## src/rtl/button_step_counter.sv

```systemverilog
// Debounced push-button step counter: sync -> debounce -> press pulse -> up/down counter.
// Count changes DEBOUNCE_CYCLES+3 edges after the button is first sampled high; no backpressure.
module button_step_counter #(
  parameter int WIDTH           = 4,
  parameter int MAX_COUNT       = 2**WIDTH-1,
  parameter int DEBOUNCE_CYCLES = 4,
  parameter bit SATURATE        = 1'b0
) (
  input  logic             clk,
  input  logic             reset,
  input  logic             button,
  input  logic             enable,
  input  logic             up_down,
  input  logic             load,
  input  logic [WIDTH-1:0] load_value,
  output logic [WIDTH-1:0] counter,
  output logic             tc,
  output logic             pressed
);

  localparam int               DW       = $clog2(DEBOUNCE_CYCLES+1);
  localparam logic [WIDTH-1:0] MAX_C    = WIDTH'(MAX_COUNT);
  localparam logic [DW:0]      DB_LIMIT = (DW+1)'(DEBOUNCE_CYCLES);

  logic             sync1_q, sync2_q;
  logic [DW-1:0]    db_cnt_q, db_cnt_d;
  logic [DW:0]      db_inc;
  logic             pressed_q, pressed_d;
  logic             pressed_dly_q;
  logic             pulse_q, pulse_d;
  logic [WIDTH-1:0] count_q, count_d;
  logic             tc_q, tc_d;
  logic [WIDTH-1:0] load_clamped;

  // Debounce: a level change is accepted only after DEBOUNCE_CYCLES consecutive differing samples.
  always_comb begin
    db_inc    = {1'b0, db_cnt_q} + (DW+1)'(1);
    pressed_d = pressed_q;
    db_cnt_d  = '0;
    if (sync2_q != pressed_q) begin
      if (db_inc == DB_LIMIT) begin
        pressed_d = ~pressed_q;
      end else begin
        db_cnt_d = db_inc[DW-1:0];
      end
    end
  end

  assign pulse_d      = pressed_q & ~pressed_dly_q;
  assign load_clamped = (load_value > MAX_C) ? MAX_C : load_value;

  always_comb begin
    count_d = count_q;
    tc_d    = 1'b0;
    if (load) begin
      count_d = load_clamped;
    end else if (pulse_q && enable) begin
      if (up_down) begin
        if (count_q == MAX_C) begin
          tc_d = 1'b1;
          if (!SATURATE) count_d = '0;
        end else begin
          count_d = count_q + 1'b1;
        end
      end else begin
        if (count_q == '0) begin
          tc_d = 1'b1;
          if (!SATURATE) count_d = MAX_C;
        end else begin
          count_d = count_q - 1'b1;
        end
      end
    end
  end

  always_ff @(posedge clk or negedge reset) begin
    if (!reset) begin
      sync1_q       <= 1'b0;
      sync2_q       <= 1'b0;
      db_cnt_q      <= '0;
      pressed_q     <= 1'b0;
      pressed_dly_q <= 1'b0;
      pulse_q       <= 1'b0;
      count_q       <= '0;
      tc_q          <= 1'b0;
    end else begin
      sync1_q       <= button;
      sync2_q       <= sync1_q;
      db_cnt_q      <= db_cnt_d;
      pressed_q     <= pressed_d;
      pressed_dly_q <= pressed_q;
      pulse_q       <= pulse_d;
      count_q       <= count_d;
      tc_q          <= tc_d;
    end
  end

  assign counter = count_q;
  assign tc      = tc_q;
  assign pressed = pressed_q;

endmodule
```

## config.mk

```make
export PLATFORM = sky130hd
export DESIGN_NAME = button_step_counter
export DESIGN_NICKNAME = d
export VERILOG_FILES = /design/src/rtl/button_step_counter.sv
export SDC_FILE = /design/constraint.sdc
export NUM_CORES = 1
export LEC_CHECK = 0
export CORE_MARGIN = 8
export CORE_UTILIZATION = 30
export CTS_CLUSTER_DIAMETER = 120
export DETAILED_ROUTE_END_ITERATION = 10
export PLACE_DENSITY_LB_ADDON = 0.1
export SYNTH_ARGS = -nofsm -noshare
export SYNTH_HDL_FRONTEND = slang
export SYNTH_SLANG_ARGS = --single-unit
```

## constraint.sdc

```tcl
create_clock -name clk -period 1.51 [get_ports clk]
set_input_delay 0.2265 -clock clk [delete_from_list [all_inputs] [get_ports clk]]
set_output_delay 0.2265 -clock clk [all_outputs]
set_load 0.01 [all_outputs]
```

==> impl_metrics.ini, run 1 <==
[run_status]
status = completed

[worst_setup_path]
path_cells = buf_6 > inv_1 > ha_2 > o21ba_4 > o21bai_2 > a211oi_2 > o31ai_2
cp-start-kind = register
reg2reg_from = counter[1]
reg2reg_depth = 7
cp_slowest_stage_delay_ns = 0.37
critPathTopFamily = compound AO/OA/AOI/OAI gates
r2r_slack_ns = 0.09
critPathArrivalTime_ns = 1.56
required_ns = 1.66
crit_start = counter[1]
crit_path_top_delay_cell = dfrtp_1
crit_buf_inv = 2
crit_type = register to register
cp-end-kind = register
r2r_end = counter[3]
path_max_fanout = 3

[detailed_routing]
viasPerCell = 4.47
dr.pass1.iters = 4
vias = 528
drc = 0
drt_wl_total_um = 1340
initialDrtViolationCount = 8
ant_nets = 0
wl_per_cell_um = 11.4

[floorplanning]
dieArea_sq_um = 3960
io_pins = 16
std_cell_rows = 17
core_area_sq_um = 2150
initial_core_util = 0.308
die_h_um = 62.9
die_w_um = 62.9

[global_route]
grtUsageMet2 = 0.110
grt_use_met1 = 0.0904
grt_first_pass_wirelength_um = 2410
grt_start_max_net_pins = 14
gr-total-overflow = 0
antenna_found_initial = 0
grtUsageMet3 = 0.0358
grt_pass1_vias = 548
grt-busiest-layer = met2
grtUsageTotal = 0.0731

[clocking]
cts_buffers = 3
clkTransAtPathRegs_ns = 0.07
htree_levels = 1
cts_tree = yes
clk_latency_ns = 0.27
root_buffer = clkbuf_4
clock_path_buffers = 2
cts.sinks = 13

[placement]
gp_congestion = 0.774
port_buffers = 15
place_hpwl_um = 992

[sta]
clock_skew_ns = 0.00221
period_needed_ns = 1.42
holdWs_ns = 0.253
max_freq_mhz = 706
finalCritPeriodShare = 0.937
worst_pin_slew_ns = 0.310
slew_viol_final = 0
hold_violations = 0
rsz0062_at_grt = true
relSlewSlack = 0.793
setup_viol = 0

[layout]
regArea_sq_um = 328
multiInputGateArea_sq_um = 330
num-fill-cells = 214
syn_to_final_growth_pct = 44.9
diodes = 0
drive_gt1_frac = 0.267
nets = 105
post-route-util = 0.446
most-common-layout-cells = clkdlybuf4s50_1, dfrtp_1, buf_4
final_common_cell = clkdlybuf4s50_1

[synthesis]
synth_top_area_frac = 0.492
yosys-top-cells-area = dfrtp_1, ha_1, nand2_1
yosysWarningCount = 0
syn_nets = 77
yosys.area.top_type = dfrtp_1
yosysSeqAreaShare = 0.492
syn_avg_cell_area_sq_um = 10.5
synth_cell_type_count = 24
synth_area_sq_um = 661
netlist_instances = 63
synth-seq-cells = 13

[hold_path]
holdCritPathClass = input pin to async pin

[power]
leakagePower_nw = 0.430
ir_drop_mv = 0.584
p_per_area_nw_per_um2 = 1290

[flow_run]
cap_viol_max_count = 0
==> how the worst max path moves through the flow <==
stage | to | cells past startpoint | slack [ns]
final | counter[3] | 7 | 0.09
after global routing | counter[3] | 7 | -0.01
after CTS | pressed | 1 | 0.001
after detailed placement | counter[2] | 5 | 0.02
after global placement | counter[2] | 5 | 0.07
after floorplan | counter[3] | 6 | 0.07
==> synthesized netlist by cell type, drive strengths merged <==
library cell	instances
o21bai	1
buf	1
inv	3
and3	1
dfrtp	13
a41oi	1
o221a	1
ha	4
a211oi	1
mux2	1
clkbuf	1
a21oi	5
mux2i	1
xnor2	2
o31ai	1
and2	1
xor2	2
nor4b	1
nor3	2
nand2	7
nor2b	3
o21ba	2
o21ai	4
nor2	4
==> layer usage <==
layer  routed length (um)  vias to the layer above
li1                     -                      274
met5                    0                        -
met4                    4                        0
met2                  597                       16
met3                   74                        2
met1                  666                      236
==> cell type report <==
cell class | instances | area share
Timing Repair Buffer | 25 | 0.237
Clock buffer | 4 | 0.0275
Tap cell | 28 | 0.0366
Sequential cell | 13 | 0.342
Inverter | 3 | 0.0118
Multi-Input combinational cell | 45 | 0.345
==> sequential cells by signal, summed over array words and instances, names as in the netlist <==
signal and cells:
counter 4, db_cnt_q 3, pressed 1, pressed_dly_q 1, pulse_q 1, sync1_q 1, sync2_q 1, tc 1
==> through the flow <==
stage	power, mW	setup WS, ns	cell area (sq um)	instances	setup TNS, ns
floorplan	0.764	0.0740	661	63	0
global placement	0.958	0.0733	867	108	0
detailed placement	0.959	0.0241	867	108	0
CTS	1.19	0.00124	916	115	0
global route	1.35	-0.0115	957	118	-0.0115
finish	1.24	0.0945	957	118	0
==> kinds of logic (layout without fill, tap and decap cells) <==
logic type | Yosys count | count (layout) | share of synthesized area
muxes | 2 | 2 | 0.0322
AOI/OAI and AO/OA | 16 | 16 | 0.178
and+or+nand+nor | 19 | 19 | 0.138
xor gates and xnor gates | 4 | 4 | 0.0530
buffers and inverters | 5 | 32 | 0.0303
adders and majority gates | 4 | 4 | 0.0758
DFF | 13 | 13 | 0.492
==> power by group <==
part           total, mW  leakage (nW)  switching (mW)  internal [mW]
Combinational      0.541         0.251           0.227          0.313
Clock              0.209        0.0150           0.106          0.102
Sequential         0.489         0.163          0.0494          0.440
==> worst reg2reg max path: cells and delay by family (launching register included) <==
| family | cells | cell delay [ns] |
|---|---|---|
| buf+inv | 2 | 0.14 |
| fa+ha+maj | 1 | 0.17 |
| flops | 1 | 0.37 |
| compound gates | 4 | 0.61 |
==> what timing repair did <==
| action | in CTS | in global routing |
|---|---|---|
| setup buffers | 3 | 4 |
| setup endpoints to repair | 4 | 3 |
| resized for setup | 4 | 5 |
| hold buffers | 0 | 0 |
| pin swaps | 0 | 3 |
Power figures use the tool's default switching activity.
==> run 2, diff against run 1 <==
- CORE_ASPECT_RATIO: unset -> 1.2
==> run 2 against run 1 <==
Maximum frequency fell by 0.69%. Clock skew rose by 0.0020 ns. Die area rose by 0.16%. Count of clock-buffer cells in the layout fell by 1. Cell area fell by 0.78%. Total power fell by 0.79%. Worst setup slack got worse by 0.0099 ns. Non-clock buffer count fell by 1. Utilization rose by 1.3 points. Via count rose by 1.5%. Critical path type is now register to output port.
==> impl_metrics.ini, run 2 (synthesis results as in run 1) <==
[sta]
worst_pin_slew_ns = 0.315
clock_skew_ns = 0.00422
worst_slack_ns = 0.0846
setup_viol = 0
finalCritPeriodShare = 0.944
period_needed_ns = 1.43
hold_violations = 0
slew_viol_final = 0
max_freq_mhz = 702
finalSetupTns_ns = 0
rsz0062_at_grt = false
relSlewSlack = 0.789

[global_route]
grt_start_max_net_pins = 14
gr-total-overflow = 0
grt_first_pass_wirelength_um = 2280
grt_pass1_vias = 540
grtUsageTotal = 0.0749
antenna_found_initial = 0

[layout]
syn_to_final_growth_pct = 43.7
diodes = 0
largest_register_ffs = 4
final_common_cell = clkdlybuf4s50_1
most-common-layout-cells = clkdlybuf4s50_1, dfrtp_1, buf_4
nets = 104
drive_gt1_frac = 0.258

[flow_run]
cap_viol_max_count = 0

[run_status]
status = completed

[placement]
dpl_worst_slack_ns = 0.0445
port_buffers = 15
place_hpwl_um = 978
gp_congestion = 0.748

[worst_setup_path]
path_cells = clkdlybuf4s50_1
crit_start = pressed
reg2reg_depth = 5
reg2reg_from = db_cnt_q[1]
path_max_fanout = 3
critPathTopFamily = buffers and inverters
r2r_end = pressed
crit_buf_inv = 1
critPathArrivalTime_ns = 1.20
cp-start-kind = register
cp_slowest_stage_delay_ns = 0.55
path_depth = 1
cp-end-kind = output port
crit_path_top_delay_cell = clkdlybuf4s50_1
r2r_slack_ns = 0.10
required_ns = 1.28
crit_type = register to output port
cp-endpoint = pressed

[detailed_routing]
wl_per_cell_um = 11.4
drc = 0
viasPerCell = 4.50
initialDrtViolationCount = 11
dr.pass1.iters = 4
ant_nets = 0
vias = 536
drt_wl_total_um = 1360

[clocking]
cts.sinks = 13
clock_path_buffers = 2
cts_tree = yes
clkTransAtPathRegs_ns = 0.09
htree_levels = 1
clk_latency_ns = 0.27
root_buffer = clkbuf_4
cts_buffers = 3

[floorplanning]
initial_core_util = 0.319
die_w_um = 58.8
core_area_sq_um = 2070
io_pins = 16
std_cell_rows = 18
dieArea_sq_um = 3970
die_h_um = 67.4

[power]
p_per_area_nw_per_um2 = 1290
finalPower_mw = 1.23
leakagePower_nw = 0.442
ir_drop_mv = 0.535

[hold_path]
holdCritPathClass = input pin to async pin
run 2: cell count changes in the layout (fill, tap and decap cells not counted), sizes merged:
cell,before,now
buf,10,9
clkinv,0,1
clkbuf,4,3
dlygate4sd2,2,0
dlymetal6s2s,0,2
run 2: layer usage:
metal	track usage	wire length [um]
met5	0	0
met2	0.124	658
met1	0.0816	630
met3	0.0304	67
met4	0.0359	4
run 2: layout make-up:
type	instances	area, sq um
inverters	3	11.3
multi-input cells	45	322
fillers	221	1120
well taps	30	37.5
repair buffers	24	223
flip-flops and latches	13	329
clock inverters	1	5.00
clock buffers	3	22.5
run 2: how the worst min path moves through the flow:
stage	depth (start not counted)	slack [ns]	to	startpoint
final	2	0.25	counter[2]	reset
after global routing	2	0.26	counter[3]	reset
after CTS	2	0.26	tc	reset
after detailed placement	0	0.34	sync2_q	sync1_q
after global placement	0	0.33	sync2_q	sync1_q
after floorplan	0	-0.07	counter[0]	reset
run 2: power breakdown:
group          switching, mW  internal (mW)  total [mW]
logic                  0.223          0.293       0.516
registers             0.0539          0.440       0.494
clock network          0.120         0.0980       0.218
total                  0.397          0.832        1.23
run 2: worst reg2reg max path, stage by stage (launching register included):
cell     delay [ns]
dfrtp_1        0.41
ha_1           0.20
nor2b_1        0.16
a21oi_1        0.11
nor2_1         0.10
mux2_2         0.33
run 2: repair_timing:
action | 4_1_cts | 5_1_grt
hold buffers | 0 | 0
setup buffers | 3 | 2
gates resized for setup | 3 | 3
hold endpoints to repair | 0 | 0
endpoints found under the setup margin | 3 | 4
run 2: through the flow:
| step | instances | area, sq um | hold slack (ns) | utilization |
|---|---|---|---|---|
| global placement | 110 | 870 | 0.333 | 0.420 |
| floorplan | 63 | 661 | -0.0691 | - |
| global route | 119 | 950 | 0.263 | 0.458 |
| detailed placement | 110 | 870 | 0.337 | 0.420 |
| CTS | 117 | 923 | 0.256 | 0.446 |
| finish | 119 | 950 | 0.253 | 0.458 |
==> run 3, diff against run 2 <==
- CORE_ASPECT_RATIO: 1.2 -> unset
- CORE_UTILIZATION: 30 -> 46
==> run 3 against run 2 <==
First-iteration DRC count is 82% lower. Count of clock-buffer cells in the layout is 1 higher. Sequential share of layout area is 1.1 points higher. Utilization is 24 points higher. Final cell count is 13% lower. Highest routed layer is now met3. Register-to-register slack worse by 0.02 ns. Worst hold slack worse by 0.0022 ns. Sequential power is 2% higher. Via count is 2.4% lower. Total power is 3.0% lower. Combinational power is 7.6% lower. Critical endpoint is now pressed.
==> impl_metrics.ini, run 3 (synthesis results as in run 1) <==
[run_status]
status = completed

[clocking]
clkTransAtPathRegs_ns = 0.08
clk_latency_ns = 0.27
cts_buffers = 3
htree_levels = 1
cts.sinks = 13
root_buffer = clkbuf_4
cts_tree = yes
ctsHoldBuffers = 0
clock_path_buffers = 2

[worst_setup_path]
cp-start-kind = register
crit_path_top_delay_cell = dfrtp_1
path_max_fanout = 4
critPathArrivalTime_ns = 1.59
cp-end-kind = register
r2r_end = pressed
reg2reg_from = db_cnt_q[0]
path_cells = ha_1 > nor2b_2 > a21oi_2 > nor2_1 > mux2_2
required_ns = 1.66
reg2reg_depth = 5
critPathTopFamily = flip-flops
crit_buf_inv = 0
r2r_slack_ns = 0.08
cp_slowest_stage_delay_ns = 0.41
crit_type = register to register

[detailed_routing]
drc = 0
initialDrtViolationCount = 2
dr.pass1.iters = 3
vias = 523
viasPerCell = 5.08
ant_nets = 0
drt_wl_total_um = 1220
wl_per_cell_um = 11.8

[layout]
diodes = 0
finalNonFillerCells = 103
most-common-layout-cells = dfrtp_1, clkdlybuf4s50_1, buf_4
post-route-util = 0.696
drive_gt1_frac = 0.250
nets = 103
largest_register_ffs = 4
syn_to_final_growth_pct = 38.8

[sta]
setup_viol = 0
rsz0062_at_grt = true
finalSetupTns_ns = 0
worst_pin_slew_ns = 0.292
period_needed_ns = 1.43
max_freq_mhz = 697
finalCritPeriodShare = 0.950
clock_skew_ns = 0.00625
holdWs_ns = 0.251
slew_viol_final = 0
relSlewSlack = 0.805
hold_violations = 0

[global_route]
antenna_found_initial = 0
grt_first_pass_wirelength_um = 2160
grt_start_max_net_pins = 14
grt_pass1_vias = 513
grtUsageTotal = 0.101
gr-total-overflow = 0

[floorplanning]
die_h_um = 53.9
dieArea_sq_um = 2900
die_w_um = 53.9
initial_core_util = 0.501
io_pins = 16
core_area_sq_um = 1320
std_cell_rows = 13

[power]
ir_drop_mv = 0.895
leakagePower_nw = 0.433
p_per_area_nw_per_um2 = 1300

[placement]
dp_cells = 94
port_buffers = 15
place_hpwl_um = 899
gp_congestion = 0.690

[flow_run]
cap_viol_max_count = 0

[hold_path]
holdCritPathClass = input pin to async pin
==> run 3: worst register-to-register path: stages, from the launching register on <==
cell and delay [ns]:
dfrtp_1 0.41, ha_1 0.23, nor2b_2 0.15, a21oi_2 0.08, nor2_1 0.12, mux2_2 0.34
==> run 3: report_power, final <==
part           switching, mW  internal, mW
Combinational          0.204         0.273
Clock                  0.109         0.102
Sequential            0.0638         0.439
==> run 3: final cells by class <==
cell class	instances	area [sq um]
clock buffers	4	26.3
fillers	105	400
inverters	3	11.3
multi-input cells	45	324
flip-flops and latches	13	328
well taps	15	18.8
repair buffers	23	209
==> run 3: how the worst max path moves through the flow <==
stage                     start         end  slack [ns]  depth (start not counted)
detailed placement      up_down  counter[2]        0.05                          5
finish              db_cnt_q[0]     pressed        0.08                          5
global placement        up_down  counter[2]        0.08                          5
floorplan            counter[0]  counter[3]        0.07                          6
CTS                  counter[3]  counter[3]       0.007                          1
global route         counter[1]  counter[3]       -0.01                          7
==> run 3: per-stage QoR <==
step	power (mW)	worst slack, ns	area, sq um
after global placement	0.930	0.0833	843
after global routing	1.29	-0.0103	917
after floorplan	0.764	0.0740	661
after CTS	1.15	0.00731	876
final	1.19	0.0761	917
after detailed placement	0.932	0.0515	843
==> run 3: routing by layer <==
metal | up-vias | share of wire | GRT usage
li1 | 270 | - | -
met1 | 241 | 0.50 | 0.127
met2 | 12 | 0.43 | 0.147
met3 | 0 | 0.070 | 0.0468
met4 | 0 | 0 | 0.0378
met5 | - | 0 | 0
==> run 3: what timing repair did <==
action | in CTS | in global routing
gates cloned | 0 | 0
setup buffers | 1 | 4
pin swaps | 0 | 3
endpoints found under the setup margin | 4 | 4
gates resized for setup | 5 | 5
